==> src/rtl/alu_issue_sequencer.sv <==
// alu_issue_sequencer: decodes one MIPS instruction, drives the ALU operand/select
// port, waits the per-op latency, then captures the ALU result and branch outcome.
// Ports: in_* valid/ready instruction intake, alu_* ALU drive/return, out_* result
// handshake held until out_ready.
module alu_issue_sequencer #(
  parameter int MUL_LAT = 4,
  parameter int DIV_LAT = 8
) (
  input  logic        clk,
  input  logic        rst,
  input  logic        in_valid,
  output logic        in_ready,
  input  logic [31:0] in_instr,
  input  logic [31:0] in_rs_data,
  input  logic [31:0] in_rt_data,
  output logic [31:0] alu_x,
  output logic [31:0] alu_y,
  output logic [3:0]  alu_sel,
  input  logic [31:0] alu_res,
  input  logic        alu_zf,
  output logic        out_valid,
  input  logic        out_ready,
  output logic [31:0] out_result,
  output logic        out_zf,
  output logic        out_branch_taken,
  output logic        out_illegal,
  output logic        out_div0
);

  localparam int CW = 16;

  localparam logic [3:0] SEL_ADD = 4'b0000;
  localparam logic [3:0] SEL_SUB = 4'b0001;
  localparam logic [3:0] SEL_MUL = 4'b0010;
  localparam logic [3:0] SEL_DIV = 4'b0011;
  localparam logic [3:0] SEL_AND = 4'b0100;
  localparam logic [3:0] SEL_OR  = 4'b0101;
  localparam logic [3:0] SEL_NOR = 4'b0110;
  localparam logic [3:0] SEL_NOP = 4'b0111;
  localparam logic [3:0] SEL_SLT = 4'b1001;
  localparam logic [3:0] SEL_XOR = 4'b1010;

  typedef enum logic [1:0] {IDLE, EXEC, DONE} state_t;

  state_t          state_q, state_d;
  logic [CW-1:0]   cnt_q, cnt_d;
  logic [31:0]     alu_x_q, alu_x_d;
  logic [31:0]     alu_y_q, alu_y_d;
  logic [3:0]      alu_sel_q, alu_sel_d;
  logic            beq_q, beq_d;
  logic            bne_q, bne_d;
  logic            ill_q, ill_d;
  logic            div0_q, div0_d;
  logic [31:0]     res_q, res_d;
  logic            zf_q, zf_d;
  logic            taken_q, taken_d;

  // ---------------- instruction decode ----------------
  logic [5:0]    op, funct;
  logic [31:0]   simm, zimm;
  logic [3:0]    dec_sel;
  logic [31:0]   dec_y;
  logic          dec_ill, dec_beq, dec_bne, dec_div0;
  logic [CW-1:0] dec_lat;
  logic          unused_fields;

  assign op            = in_instr[31:26];
  assign funct         = in_instr[5:0];
  assign simm          = {{16{in_instr[15]}}, in_instr[15:0]};
  assign zimm          = {16'h0000, in_instr[15:0]};
  // Register numbers are resolved upstream; only the values are used here.
  assign unused_fields = ^in_instr[25:16];

  always_comb begin
    dec_sel = SEL_NOP;
    dec_y   = in_rt_data;
    dec_ill = 1'b0;
    dec_beq = 1'b0;
    dec_bne = 1'b0;
    case (op)
      6'h00: begin
        case (funct)
          6'h20, 6'h21: dec_sel = SEL_ADD;
          6'h22, 6'h23: dec_sel = SEL_SUB;
          6'h18:        dec_sel = SEL_MUL;
          6'h1A:        dec_sel = SEL_DIV;
          6'h24:        dec_sel = SEL_AND;
          6'h25:        dec_sel = SEL_OR;
          6'h26:        dec_sel = SEL_XOR;
          6'h27:        dec_sel = SEL_NOR;
          6'h2A:        dec_sel = SEL_SLT;
          default:      dec_ill = 1'b1;
        endcase
      end
      6'h08, 6'h09, 6'h23, 6'h2B: begin dec_sel = SEL_ADD; dec_y = simm; end
      6'h0A:                      begin dec_sel = SEL_SLT; dec_y = simm; end
      6'h0C:                      begin dec_sel = SEL_AND; dec_y = zimm; end
      6'h0D:                      begin dec_sel = SEL_OR;  dec_y = zimm; end
      6'h0E:                      begin dec_sel = SEL_XOR; dec_y = zimm; end
      6'h04:                      begin dec_sel = SEL_SUB; dec_beq = 1'b1; end
      6'h05:                      begin dec_sel = SEL_SUB; dec_bne = 1'b1; end
      default:                    dec_ill = 1'b1;
    endcase
  end

  assign dec_div0 = (dec_sel == SEL_DIV) && (in_rt_data == 32'h0);

  always_comb begin
    dec_lat = CW'(1);
    if (dec_sel == SEL_MUL)      dec_lat = CW'(MUL_LAT);
    else if (dec_sel == SEL_DIV) dec_lat = CW'(DIV_LAT);
  end

  // ---------------- sequencing ----------------
  always_comb begin
    state_d   = state_q;
    cnt_d     = cnt_q;
    alu_x_d   = alu_x_q;
    alu_y_d   = alu_y_q;
    alu_sel_d = alu_sel_q;
    beq_d     = beq_q;
    bne_d     = bne_q;
    ill_d     = ill_q;
    div0_d    = div0_q;
    res_d     = res_q;
    zf_d      = zf_q;
    taken_d   = taken_q;
    case (state_q)
      IDLE: begin
        if (in_valid) begin
          state_d   = EXEC;
          cnt_d     = dec_lat;
          alu_x_d   = in_rs_data;
          alu_y_d   = dec_y;
          alu_sel_d = dec_sel;
          beq_d     = dec_beq;
          bne_d     = dec_bne;
          ill_d     = dec_ill;
          div0_d    = dec_div0;
        end
      end
      EXEC: begin
        // Counter runs L..0; sampling at 0 gives the ALU one cycle to see the
        // freshly registered operands plus L full cycles of settle time.
        if (cnt_q == '0) begin
          state_d = DONE;
          if (ill_q) begin
            res_d = 32'h0;
            zf_d  = alu_zf;
          end else if (div0_q) begin
            res_d = 32'hFFFF_FFFF;
            zf_d  = 1'b0;
          end else begin
            res_d = alu_res;
            zf_d  = alu_zf;
          end
          taken_d = (beq_q & alu_zf) | (bne_q & ~alu_zf);
        end else begin
          cnt_d = cnt_q - CW'(1);
        end
      end
      DONE: begin
        if (out_ready) state_d = IDLE;
      end
      default: state_d = IDLE;
    endcase
  end

  always_ff @(posedge clk) begin
    if (rst) begin
      state_q   <= IDLE;
      cnt_q     <= '0;
      alu_x_q   <= 32'h0;
      alu_y_q   <= 32'h0;
      alu_sel_q <= SEL_NOP;
      beq_q     <= 1'b0;
      bne_q     <= 1'b0;
      ill_q     <= 1'b0;
      div0_q    <= 1'b0;
      res_q     <= 32'h0;
      zf_q      <= 1'b0;
      taken_q   <= 1'b0;
    end else begin
      state_q   <= state_d;
      cnt_q     <= cnt_d;
      alu_x_q   <= alu_x_d;
      alu_y_q   <= alu_y_d;
      alu_sel_q <= alu_sel_d;
      beq_q     <= beq_d;
      bne_q     <= bne_d;
      ill_q     <= ill_d;
      div0_q    <= div0_d;
      res_q     <= res_d;
      zf_q      <= zf_d;
      taken_q   <= taken_d;
    end
  end

  assign in_ready         = (state_q == IDLE);
  assign out_valid        = (state_q == DONE);
  assign alu_x            = alu_x_q;
  assign alu_y            = alu_y_q;
  assign alu_sel          = alu_sel_q;
  assign out_result       = res_q;
  assign out_zf           = zf_q;
  assign out_branch_taken = taken_q;
  assign out_illegal      = ill_q;
  assign out_div0         = div0_q;

endmodule
==> config.mk <==
export PLATFORM = sky130hd
export DESIGN_NAME = alu_issue_sequencer
export DESIGN_NICKNAME = d
export VERILOG_FILES = /design/src/rtl/alu_issue_sequencer.sv
export SDC_FILE = /design/constraint.sdc
export NUM_CORES = 1
export LEC_CHECK = 0
export BUFFER_PORTS_ARGS = -buffer_cell sky130_fd_sc_hd__clkbuf_2
export CAP_MARGIN = 20
export CORE_MARGIN = 4
export CORE_UTILIZATION = 51
export CTS_BUF_LIST = sky130_fd_sc_hd__clkbuf_16
export DETAILED_ROUTE_END_ITERATION = 10
export PLACE_DENSITY_LB_ADDON = 0.2
export SYNTH_ARGS = -nofsm -noshare
export SYNTH_HDL_FRONTEND = slang
export SYNTH_SLANG_ARGS = --single-unit
==> constraint.sdc <==
create_clock -name clk -period 5.3 [get_ports clk]
set_input_delay 0.795 -clock clk [delete_from_list [all_inputs] [get_ports clk]]
set_output_delay 0.795 -clock clk [all_outputs]
set_load 0.005 [all_outputs]
==> results of run 1 <==
## how the worst max path moves through the flow
stage / slack, ns / from / end / cells past startpoint
2_1_floorplan: 2.58 / cnt_q[6] / out_result[28] / 9
3_5_place_dp: 2.40 / cnt_q[6] / out_result[3] / 5
5_1_grt: 2.26 / cnt_q[6] / out_result[5] / 5
4_1_cts: 2.39 / cnt_q[6] / out_result[3] / 5
6_report: 2.38 / cnt_q[6] / out_result[3] / 5
3_3_place_gp: 2.50 / cnt_q[6] / out_result[24] / 5
## metal layers
layer,vias to the layer above,part of all wire (%),GRT usage (%)
met4,0,2.4,10.20
met2,226,50,42.81
li1,2738,-,-
met3,29,9.1,8.561
met5,-,0,0
met1,2523,39,27.77
## flip-flops by register name, indices dropped and copies added, names as in the netlist
signal            cells
alu_x                32
alu_y                32
out_result           32
cnt_q                16
alu_sel               4
state_q               2
beq_q                 1
bne_q                 1
out_branch_taken      1
out_div0              1
out_illegal           1
out_zf                1
## kinds of logic (layout without fill, tap and decap cells)
| group | Yosys count | count (layout) | synth area share [%] |
|---|---|---|---|
| and+or+nand+nor | 313 | 313 | 27.26 |
| AOI/OAI and AO/OA | 144 | 144 | 16.55 |
| adders and majority gates | 1 | 1 | 0.2343 |
| xor gates and xnor gates | 7 | 7 | 1.148 |
| buffers and inverters | 61 | 275 | 4.734 |
| DFF | 124 | 124 | 46.50 |
| muxes | 19 | 19 | 3.586 |
## where the power goes
group / leakage, nW / switching (mW) / internal (mW) / total, mW
Combinational: 1.93 / 0.541 / 0.364 / 0.905
Clock: 0.272 / 0.405 / 0.633 / 1.04
Sequential: 1.01 / 0.117 / 1.11 / 1.22
## cell usage after synthesis (6+ instances only)
cell / n
a211oi_1: 33
a21oi_1: 77
clkbuf_1: 44
dfxtp_1: 124
inv_1: 9
mux2i_1: 18
nand2_1: 124
nand2b_1: 7
nand3_1: 6
nor2_1: 85
nor3_1: 11
nor4_1: 11
o21ai_0: 8
or3_1: 39
or4_1: 8
## worst register-to-register path: cells and delay by family (launching register included)
family | cells | cell delay [ns]
AO/OA/AOI/OAI | 1 | 0.17
AND/OR/NAND/NOR | 4 | 2.32
flip-flops | 1 | 0.36
## cell type report
cell class	instances	area share, %
Clock buffer	17	6.042
Timing Repair Buffer	234	17.17
Multi-Input combinational cell	484	37.05
Sequential cell	124	35.26
Tap cell	136	2.417
Clock inverter	15	1.582
Inverter	9	0.4798
==> metrics.md, run 1 <==
| Metric | Value |
|---|---|
| Pwr Total | 3.166 mW |
| TritonRoute pass-1 iters | 5 |
| Worst path cell trace | or4_1, or4_4, or3_4, or3_1, a21oi_1 |
| Predominant post-synthesis flop cell | dfxtp_1 |
| Nets@finish | 1004 |
| Multi-input gate area | 2609 sq um |
| CTS Buf Count | 17 |
| Total congestion overflow | 0 |
| FF-to-FF setup slack | 2.38 ns |
| Final Hold Violating Endpoints | 0 |
| Post-Syn Area | 5339 sq um |
| Unrepaired setup endpoints after global routing | no |
| Dpl cells | 987 |
| Final period utilization | 55.18% |
| Delay-heaviest family, CP | simple AND/OR/NAND/NOR gates |
| Placed Area | 6504 sq um |
| Setup ws final | 2.375 ns |
| Reg area | 2482 sq um |
| All-Layer GR Usage | 24.76% |
| Clock tree buffer depth | 2 |
| Worst slack, placed | 2.403 ns |
| Synth warn | 0 |
| Crit Reg-Reg Endpoint | out_result[3] |
| Syn Inst Count | 669 |
| Post-route insts no fill | 1019 |
| Kind of critical path | reg -> reg |
| Yosys reg bits | 124 |
| Top-area cell type share of the netlist area | 46.50% |
| PD cells | 449.7 nW/um^2 |
| Asr flop ratio synth | 0% |
| Initial antenna violation count | 0 |
| Worst r2r path cells | 5 |
| Commonest non-fill, non-tap cell in the layout | clkbuf_2 |
| Row count | 37 |
| Via density per instance | 5.413 |
| Post-synth top area cell | dfxtp_1 |
| Antenna Cells | 0 |
| Clock Skews | 0.008060 ns |
| Hold depth | 2 |
| Final hold slack | 0.4508 ns |
| Relative slew margins | 38.05% |
| Share of cells above drive strength 1 | 30.58% |
| Post-CTS Setup Repair Bufs | 0 |
| Setup Viol. Count Final | 0 |
| Clock sink total | 124 |
| IO Port Bufs | 228 |
| Max Clock Freq | 341.9 MHz |
| Final instance area | 7041 sq um |
| CP max stage cell | or4_1 |
| Mapped Avg Cell Area | 7.980 sq um |
| Fillers | 871 |
| Util after Layout | 68.51% |
| DP HPWL | 11.28 mm |
| FF-to-FF Start | cnt_q[6] |
| Die Height | 110.3 um |
| CP endpoint kind | register |
| Core area | 10280 sq um |
| Crit Path Max Fanout | 66 |
| Via count | 5516 |
| # Max-Cap Violations | 0 |
| Clk root buf | clkbuf_16 |
| Max-slew violation count | 0 |
| Distinct cells, synth | 49 |
| HP Start | out_result[30] |
| Syn_nets | 803 |
| Most frequent cells in the layout | 227 x clkbuf_2, 124 x nand2_1, 124 x dfxtp_1 |
| Hold-fix buffers at CTS | 0 |
| Htree depth | 4 |
| ANT nets after route | 0 |
| Starting density of the core | 51.95% |
| Worst Tran Pin Value | 0.9279 ns |
| CTS tree | yes |
| Data required, critical path | 5.63 ns |
| Critical path buffer and inverter count | 0 |
| Die area | 12170 sq um |
| Routability cong. | 0.8298 |
| First-pass GRT wire length | 23.85 mm |
| Die W | 110.3 um |
| CP startpoint kind | register |
| Largest net degree at the start of global routing | 88 |
| Register area share after synthesis | 46.50% |
| Crit path arrival time | 3.25 ns |
| Drt first-iter violations | 355 |
| Post-Route Setup TNS | 0 ns |
| Slowest stage delay, CP | 0.68 ns |
| Min Tclk post-route | 2.925 ns |
| EDFF count, synth | 0 |
| Status | complete, no violations |
| Hold Crit Class | reg -> reg |
| Clock transition at path regs | 0.05 ns |
| Hold-critical path endpoint | out_result[30] |
| Number of gates resized after CTS | 0 |
| Vias in the first global route | 5193 |
| Residual DRC | 0 |
| Drt total wl | 15.57 mm |
| I/O pin count | 239 |
| Peak supply drop | 0.0002247 V |
| Synth-to-Final Area Change | 31.87% |
| Clk Latency, worst-skew pair | 0.41 ns |
| Largest cells by area after synthesis | dfxtp_1 46%, nand2_1 8.7%, a21oi_1 7.2% |
| Static Leak | 3.220 nW |
| DR WL/cell | 15.27 um |
Power figures use the tool's default switching activity.
==> inputs of run 2 (changes only) <==
ABC_AREA = 1   (was default)
CORE_UTILIZATION = 47   (was 51)
clock period = 2.8 ns   (was 5.3 ns; I/O delays follow)
==> metrics.md, run 2 <==
| Metric | Value |
|---|---|
| Status | complete, no violations (unchanged) |
| Worst slack, placed | 0.7066 ns (was 2.403 ns) |
| Unrepaired setup endpoints after global routing | no (unchanged) |
| Post-Syn Area | 5409 sq um (was 5339 sq um) |
| Largest family of logic cells by synthesized area | compound AO/OA/AOI/OAI gates (was simple AND/OR/NAND/NOR gates) |
| Top-area cell type share of the netlist area | 45.89% (was 46.50%) |
| Final instance area | 7166 sq um (was 7041 sq um) |
| Routed wl met2 | 7.557 mm (was 7.763 mm) |
| Final hold slack | 0.2257 ns (was 0.4508 ns) |
| Most frequent cells in the layout | 228 x clkbuf_2, 124 x dfxtp_1, 86 x nor2_1 (was 227 x clkbuf_2, 124 x nand2_1, 124 x dfxtp_1) |
| Yosys reg bits | 124 (unchanged) |
| Routability cong. | 0.8943 (was 0.8298) |
| ANT nets after route | 0 (unchanged) |
| Total congestion overflow | 0 (unchanged) |
| Post-synth top area cell | dfxtp_1 (unchanged) |
| Mapped Avg Cell Area | 7.828 sq um (was 7.980 sq um) |
| CP max stage cell | inv_2 (was or4_1) |
| Drt first-iter violations | 339 (was 355) |
| Adder-cell share of the synthesized area | 0.2313% (was 0.2344%) |
| Core area | 11030 sq um (was 10280 sq um) |
| Post-CTS Setup Repair Bufs | 0 (unchanged) |
| Util after Layout | 64.96% (was 68.51%) |
| Htree depth | 4 (unchanged) |
| Switch Pwr | 2.415 mW (was 1.063 mW) |
| Hold Crit Class | in -> reg (was reg -> reg) |
| Share of cells above drive strength 1 | 33.12% (was 30.58%) |
| Simple-gate share of the synthesized area | 20.31% (was 27.26%) |
| Post-Synth XOR/XNOR Area | 0.3238% (was 1.148%) |
| Fillers | 941 (was 871) |
| Setup Viol. Count Final | 0 (unchanged) |
| Die W | 115.3 um (was 110.3 um) |
| Asr flop ratio synth | 0% (unchanged) |
| Post-synthesis mux area share | 0.1851% (was 3.586%) |
| CTS Buf Count | 17 (unchanged) |
| Vias in the first global route | 5417 (was 5193) |
| Peak supply drop | 0.0005163 V (was 0.0002247 V) |
| Slowest stage delay, CP | 0.42 ns (was 0.68 ns) |
| CP endpoint kind | register (unchanged) |
| IO Port Bufs | 228 (unchanged) |
| DR WL/cell | 14.88 um (was 15.27 um) |
| Row count | 38 (was 37) |
| Clock Skews | 0.008893 ns (was 0.008060 ns) |
| Top-count cell post-synth | dfxtp_1 |
| Crit path arrival time | 2.23 ns (was 3.25 ns) |
| Clk Latency, worst-skew pair | 0.42 ns (was 0.41 ns) |
| Final period utilization | 68.61% (was 55.18%) |
| Final Hold Violating Endpoints | 0 (unchanged) |
| Die area | 13290 sq um (was 12170 sq um) |
| EDFF count, synth | 0 (unchanged) |
| Post-route insts no fill | 1058 (was 1019) |
| PD cells | 940.8 nW/um^2 (was 449.7 nW/um^2) |
| WL met1 | 6.614 mm (was 6.015 mm) |
| All-Layer GR Usage | 24.13% (was 24.76%) |
| Distinct cells, synth | 37 (was 49) |
| CTS tree | yes (unchanged) |
| Clock power frac | 30.8% (was 32.8%) |
| Clock tree buffer depth | 2 (unchanged) |
| Initial antenna violation count | 0 (unchanged) |
| Top cells by instance count after synthesis | 124 x dfxtp_1, 86 x nor2_1, 77 x nand2_1, 77 x o21ai_0, 73 x inv_1 (was 124 x dfxtp_1, 124 x nand2_1, 85 x nor2_1) |
| Top Layer Used | met4 (unchanged) |
| Die Height | 115.3 um (was 110.3 um) |
| Worst Tran Pin Value | 1.001 ns (was 0.9279 ns) |
| Clock sink total | 124 (unchanged) |
| Clock transition at path regs | 0.06 ns (was 0.05 ns) |
| FF-to-FF setup slack | 0.88 ns (was 2.38 ns) |
| CP startpoint kind | register (unchanged) |
| Nets@finish | 1039 (was 1004) |
| Largest cells by area after synthesis | dfxtp_1 46%, o21ai_0 7.1%, nor2_1 6.0% (was dfxtp_1 46%, nand2_1 8.7%, a21oi_1 7.2%) |
| Compound-Gate Fraction of Synth Area | 24.20% (was 16.55%) |
| Static Leak | 3.538 nW (was 3.220 nW) |
| I/O pin count | 239 (unchanged) |
| Net Sw Frac | 35.82% (was 33.56%) |
| Min Tclk post-route | 1.921 ns (was 2.925 ns) |
| Hold-fix buffers at CTS | 0 (unchanged) |
| Placed Area | 6606 sq um (was 6504 sq um) |
| Residual DRC | 0 (unchanged) |
| Crit path top cell by count | nand2_1 |
| TritonRoute pass-1 iters | 7 (was 5) |
| Register area share after synthesis | 45.89% (was 46.50%) |
| Post-Route Setup TNS | 0 ns (unchanged) |
| Syn_nets | 825 (was 803) |
| Setup ws final | 0.8789 ns (was 2.375 ns) |
| DP HPWL | 11.48 mm (was 11.28 mm) |
| Syn Inst Count | 691 (was 669) |
| Relative slew margins | 33.18% (was 38.05%) |
| Predominant post-synthesis flop cell | dfxtp_1 (unchanged) |
| Number of gates resized after CTS | 0 (unchanged) |
| Crit Path Max Fanout | 40 (was 66) |
| Dpl cells | 1026 (was 987) |
| Drt total wl | 15.74 mm (was 15.57 mm) |
| Synth warn | 0 (unchanged) |
| Synth-to-Final Area Change | 32.48% (was 31.87%) |
| Antenna Cells | 0 (unchanged) |
| Pwr Total | 6.741 mW (was 3.166 mW) |
| Kind of critical path | reg -> reg (unchanged) |
| Comb pwr share | 32.7% (was 28.6%) |
| Met3 Wirelength | 1.238 mm (was 1.416 mm) |
| Data required, critical path | 3.11 ns (was 5.63 ns) |
| First-pass GRT wire length | 25.88 mm (was 23.85 mm) |
| Internal Power | 4.327 mW (was 2.104 mW) |
| Max Clock Freq | 520.5 MHz (was 341.9 MHz) |
| Worst path cell trace | inv_1, ha_1, nand2_1, inv_1, nand2_1, nor2_1, nand2_1, inv_2, a21oi_1, o21a_1 (was or4_1, or4_4, or3_4, or3_1, a21oi_1) |
| # Max-Cap Violations | 0 (unchanged) |
| Largest net degree at the start of global routing | 41 (was 88) |
| Flop pwr share | 36.5% (was 38.6%) |
| Commonest non-fill, non-tap cell in the layout | clkbuf_2 (unchanged) |
| Max-slew violation count | 0 (unchanged) |
| Clk root buf | clkbuf_16 (unchanged) |
| Via count | 5580 (was 5516) |
| Via density per instance | 5.274 (was 5.413) |
| Starting density of the core | 49.04% (was 51.95%) |
## run 2: layer usage
layer | track usage (%) | up-vias
met2 | 38.97 | 204
met1 | 30.40 | 2582
met5 | 0 | -
met3 | 8.000 | 26
li1 | - | 2768
met4 | 8.138 | 0
## run 2: layout make-up
class	instances	area [sq um]	area share, %
flip-flops and latches	124	2482	34.64
inverters	80	300.3	4.191
well taps	140	175.2	2.445
multi-input cells	449	2457	34.29
clock buffers	17	425.4	5.937
repair buffers	233	1191	16.62
clock inverters	15	133.9	1.868
## run 2: power by group through the flow
| stage | clock (mW) | sequential [mW] | combinational (mW) |
|---|---|---|---|
| 2_1_floorplan | 0 | 2.48 | 1.45 |
| 3_3_place_gp | 0 | 2.46 | 2.14 |
| 3_5_place_dp | 0 | 2.48 | 2.20 |
| 4_1_cts | 2.09 | 2.46 | 2.21 |
| 5_1_grt | 2.19 | 2.52 | 2.52 |
| 6_report | 2.07 | 2.46 | 2.20 |
## run 2: worst paths after layout
check | from | end | depth (start not counted)
worst max-delay path | cnt_q[0] | out_branch_taken | 10
worst min-delay path | in_rs_data[6] | alu_x[6] | 2
worst max register to register | cnt_q[0] | out_branch_taken | 10
worst min register to register | alu_y[15] | alu_y[15] | 2
## run 2: cell families after synthesis
family | count (synthesis)
compound gates | 210
flops | 124
fa+ha+maj | 1
buf+inv | 118
simple gates | 235
xor+xnor | 2
mux | 1
## run 2: critical path, delay by kind of cell (launching register included)
kind | cells | cell delay [ns]
buf+inv | 3 | 0.66
flops | 1 | 0.31
simple gates | 4 | 0.36
compound gates | 2 | 0.30
fa+ha+maj | 1 | 0.19
==> inputs of run 3 (changes only) <==
clock period = 1.95 ns   (was 2.8 ns; I/O delays follow)
==> metrics.md, run 3 (synthesized netlist as in run 2, its figures left out) <==
| Metric | Value |
|---|---|
| Status | complete, no violations (unchanged) |
| Synth-to-Final Area Change | 34.42% (was 32.48%) |
| CP endpoint kind | register (unchanged) |
| Largest net degree at the start of global routing | 36 (was 41) |
| IO Port Bufs | 228 (unchanged) |
| Share of cells above drive strength 1 | 33.98% (was 33.12%) |
| Final instance area | 7271 sq um (was 7166 sq um) |
| Row count | 38 (unchanged) |
| Setup Viol. Count Final | 0 (unchanged) |
| Commonest non-fill, non-tap cell in the layout | clkbuf_2 (unchanged) |
| Hold-fix buffers at CTS | 0 (unchanged) |
| Nets@finish | 1049 (was 1039) |
| Total congestion overflow | 0 (unchanged) |
| Clock transition at path regs | 0.06 ns (about the same) |
| PD cells | 1353 nW/um^2 (was 940.8 nW/um^2) |
| Crit path arrival time | 2.08 ns (was 2.23 ns) |
| Placed Area | 6694 sq um (was 6606 sq um) |
| Routability cong. | 0.8862 (was 0.8943) |
| All-Layer GR Usage | 24.04% (was 24.13%) |
| DP HPWL | 11.76 mm (was 11.48 mm) |
| Vias in the first global route | 5569 (was 5417) |
| Min Tclk post-route | 1.777 ns (was 1.921 ns) |
| ANT nets after route | 0 (unchanged) |
| CP startpoint kind | register (unchanged) |
| Relative slew margins | 66.53% (was 33.18%) |
| # Max-Cap Violations | 0 (unchanged) |
| Drt total wl | 15.99 mm (was 15.74 mm) |
| I/O pin count | 239 (unchanged) |
| CP max stage cell | dfxtp_1 (was inv_2) |
| Most frequent cells in the layout | 228 x clkbuf_2, 124 x dfxtp_1, 85 x nor2_1 (was 228 x clkbuf_2, 124 x dfxtp_1, 86 x nor2_1) |
| First-pass GRT wire length | 25.75 mm (was 25.88 mm) |
| FF-to-FF setup slack | 0.17 ns (was 0.88 ns) |
| CTS tree | yes (unchanged) |
| Hold Crit Class | in -> reg (unchanged) |
| Worst path cell trace | inv_1, ha_1, nand2_1, nor2_2, nand2_1, nand2_2, nand2_4, nand2_4, nor2_4, nand2_2, nor2_2, nand3_1, nand2_1, nor2_1 (was inv_1, ha_1, nand2_1, inv_1, nand2_1, nor2_1, nand2_1, inv_2, a21oi_1, o21a_1) |
| Die area | 13290 sq um (unchanged) |
| Starting density of the core | 49.04% (unchanged) |
| Clock tree buffer depth | 2 (unchanged) |
| Critical path buffer and inverter count | 1 (was 3) |
| CTS Buf Count | 17 (unchanged) |
| Core area | 11030 sq um (unchanged) |
| Crit Path Max Fanout | 10 (was 40) |
| Kind of critical path | reg -> reg (unchanged) |
| Htree depth | 4 (unchanged) |
| Clock Skews | 0.007731 ns (was 0.008893 ns) |
| Static Leak | 3.576 nW (was 3.538 nW) |
| Residual DRC | 0 (unchanged) |
| Post-Route Setup TNS | 0 ns (unchanged) |
| Crit path top cell by count | nand2_1 (unchanged) |
| Antenna Cells | 0 (unchanged) |
| Drt first-iter violations | 298 (was 339) |
| Worst Tran Pin Value | 0.5008 ns (was 1.001 ns) |
| Max Clock Freq | 562.9 MHz (was 520.5 MHz) |
| DR WL/cell | 14.99 um (was 14.88 um) |
| Clock sink total | 124 (unchanged) |
| Final period utilization | 91.10% (was 68.61%) |
| Initial antenna violation count | 0 (unchanged) |
| Via density per instance | 5.218 (was 5.274) |
| Via count | 5568 (was 5580) |
| Unrepaired setup endpoints after global routing | no (unchanged) |
| Die W | 115.3 um (unchanged) |
| Clk root buf | clkbuf_16 (unchanged) |
| Clk Latency, worst-skew pair | 0.41 ns (was 0.42 ns) |
| Data required, critical path | 2.25 ns (was 3.11 ns) |
| Final Hold Violating Endpoints | 0 (unchanged) |
| TritonRoute pass-1 iters | 5 (was 7) |
| Die Height | 115.3 um (unchanged) |
| Delay-heaviest family, CP | simple AND/OR/NAND/NOR gates (was buffers and inverters) |
| Max-slew violation count | 0 (unchanged) |
| Slowest stage delay, CP | 0.33 ns (was 0.42 ns) |
| Peak supply drop | 0.0008434 V (was 0.0005163 V) |
[run 3: cell count changes in the layout (fill, tap and decap cells not counted)]
cell / change
buf_12: +1
buf_4: +9
clkinv_1: +1
clkinv_2: -5
clkinvlp_4: +2
inv_1: -2
inv_2: -1
inv_4: +1
inv_6: +3
nor2_1: -1
nor2_2: +1
[run 3: routing by layer]
layer	up-vias	track usage, %	wire length (um)
met1	2531	28.76	6486
met4	0	10.88	447
met2	202	39.35	7749
li1	2797	-	-
met3	38	7.842	1306
met5	-	0	0
[run 3: worst reg2reg max path, delay by kind of cell (launching register included)]
kind                     cells  cell delay, ns
buffers and inverters        1            0.07
adder cells (fa/ha/maj)      1            0.22
flip-flops                   1            0.33
AND/OR/NAND/NOR             12            1.04
[run 3: final cells by class]
cell class                 instances  area (sq um)
fill                             966          3760
sequential                       124          2482
multi-input combinational        449          2460
timing repair buffer             243          1279
clock buffer                      17         425.4
inverter                          80         302.8
tap                              140         175.2
clock inverter                    14         146.4
[run 3: power by group]
part	switching [mW]	internal (mW)
Combinational	1.99	1.28
Sequential	0.388	3.15
Clock	1.16	1.87
[run 3: worst paths after layout]
path | to | depth (start not counted) | from
hold reg to reg | out_result[10] | 2 | out_result[10]
setup reg to reg | cnt_q[13] | 14 | cnt_q[0]
setup / recovery | cnt_q[13] | 14 | cnt_q[0]
hold / removal | alu_x[10] | 2 | in_rs_data[10]
[run 3: what timing repair did]
item                                    4_1_cts  5_1_grt
gates resized for setup                       0        2
endpoints found under the setup margin        0       10
buffers inserted                              0        0
[run 3: per-stage QoR]
stage / util, % / cells / hold slack (ns) / worst slack (ns) / power [mW]
2_1_floorplan: - / 691 / 0.4276 / 0.3894 / 5.645
4_1_cts: 65.87 / 1067 / 0.08323 / 0.1771 / 9.874
3_5_place_dp: 60.69 / 1036 / 0.4498 / 0.2033 / 6.806
5_1_grt: 65.91 / 1067 / 0.08369 / 0.01623 / 10.49
3_3_place_gp: 60.69 / 1036 / 0.4407 / 0.2346 / 6.679
6_report: 65.91 / 1067 / 0.1041 / 0.1735 / 9.838
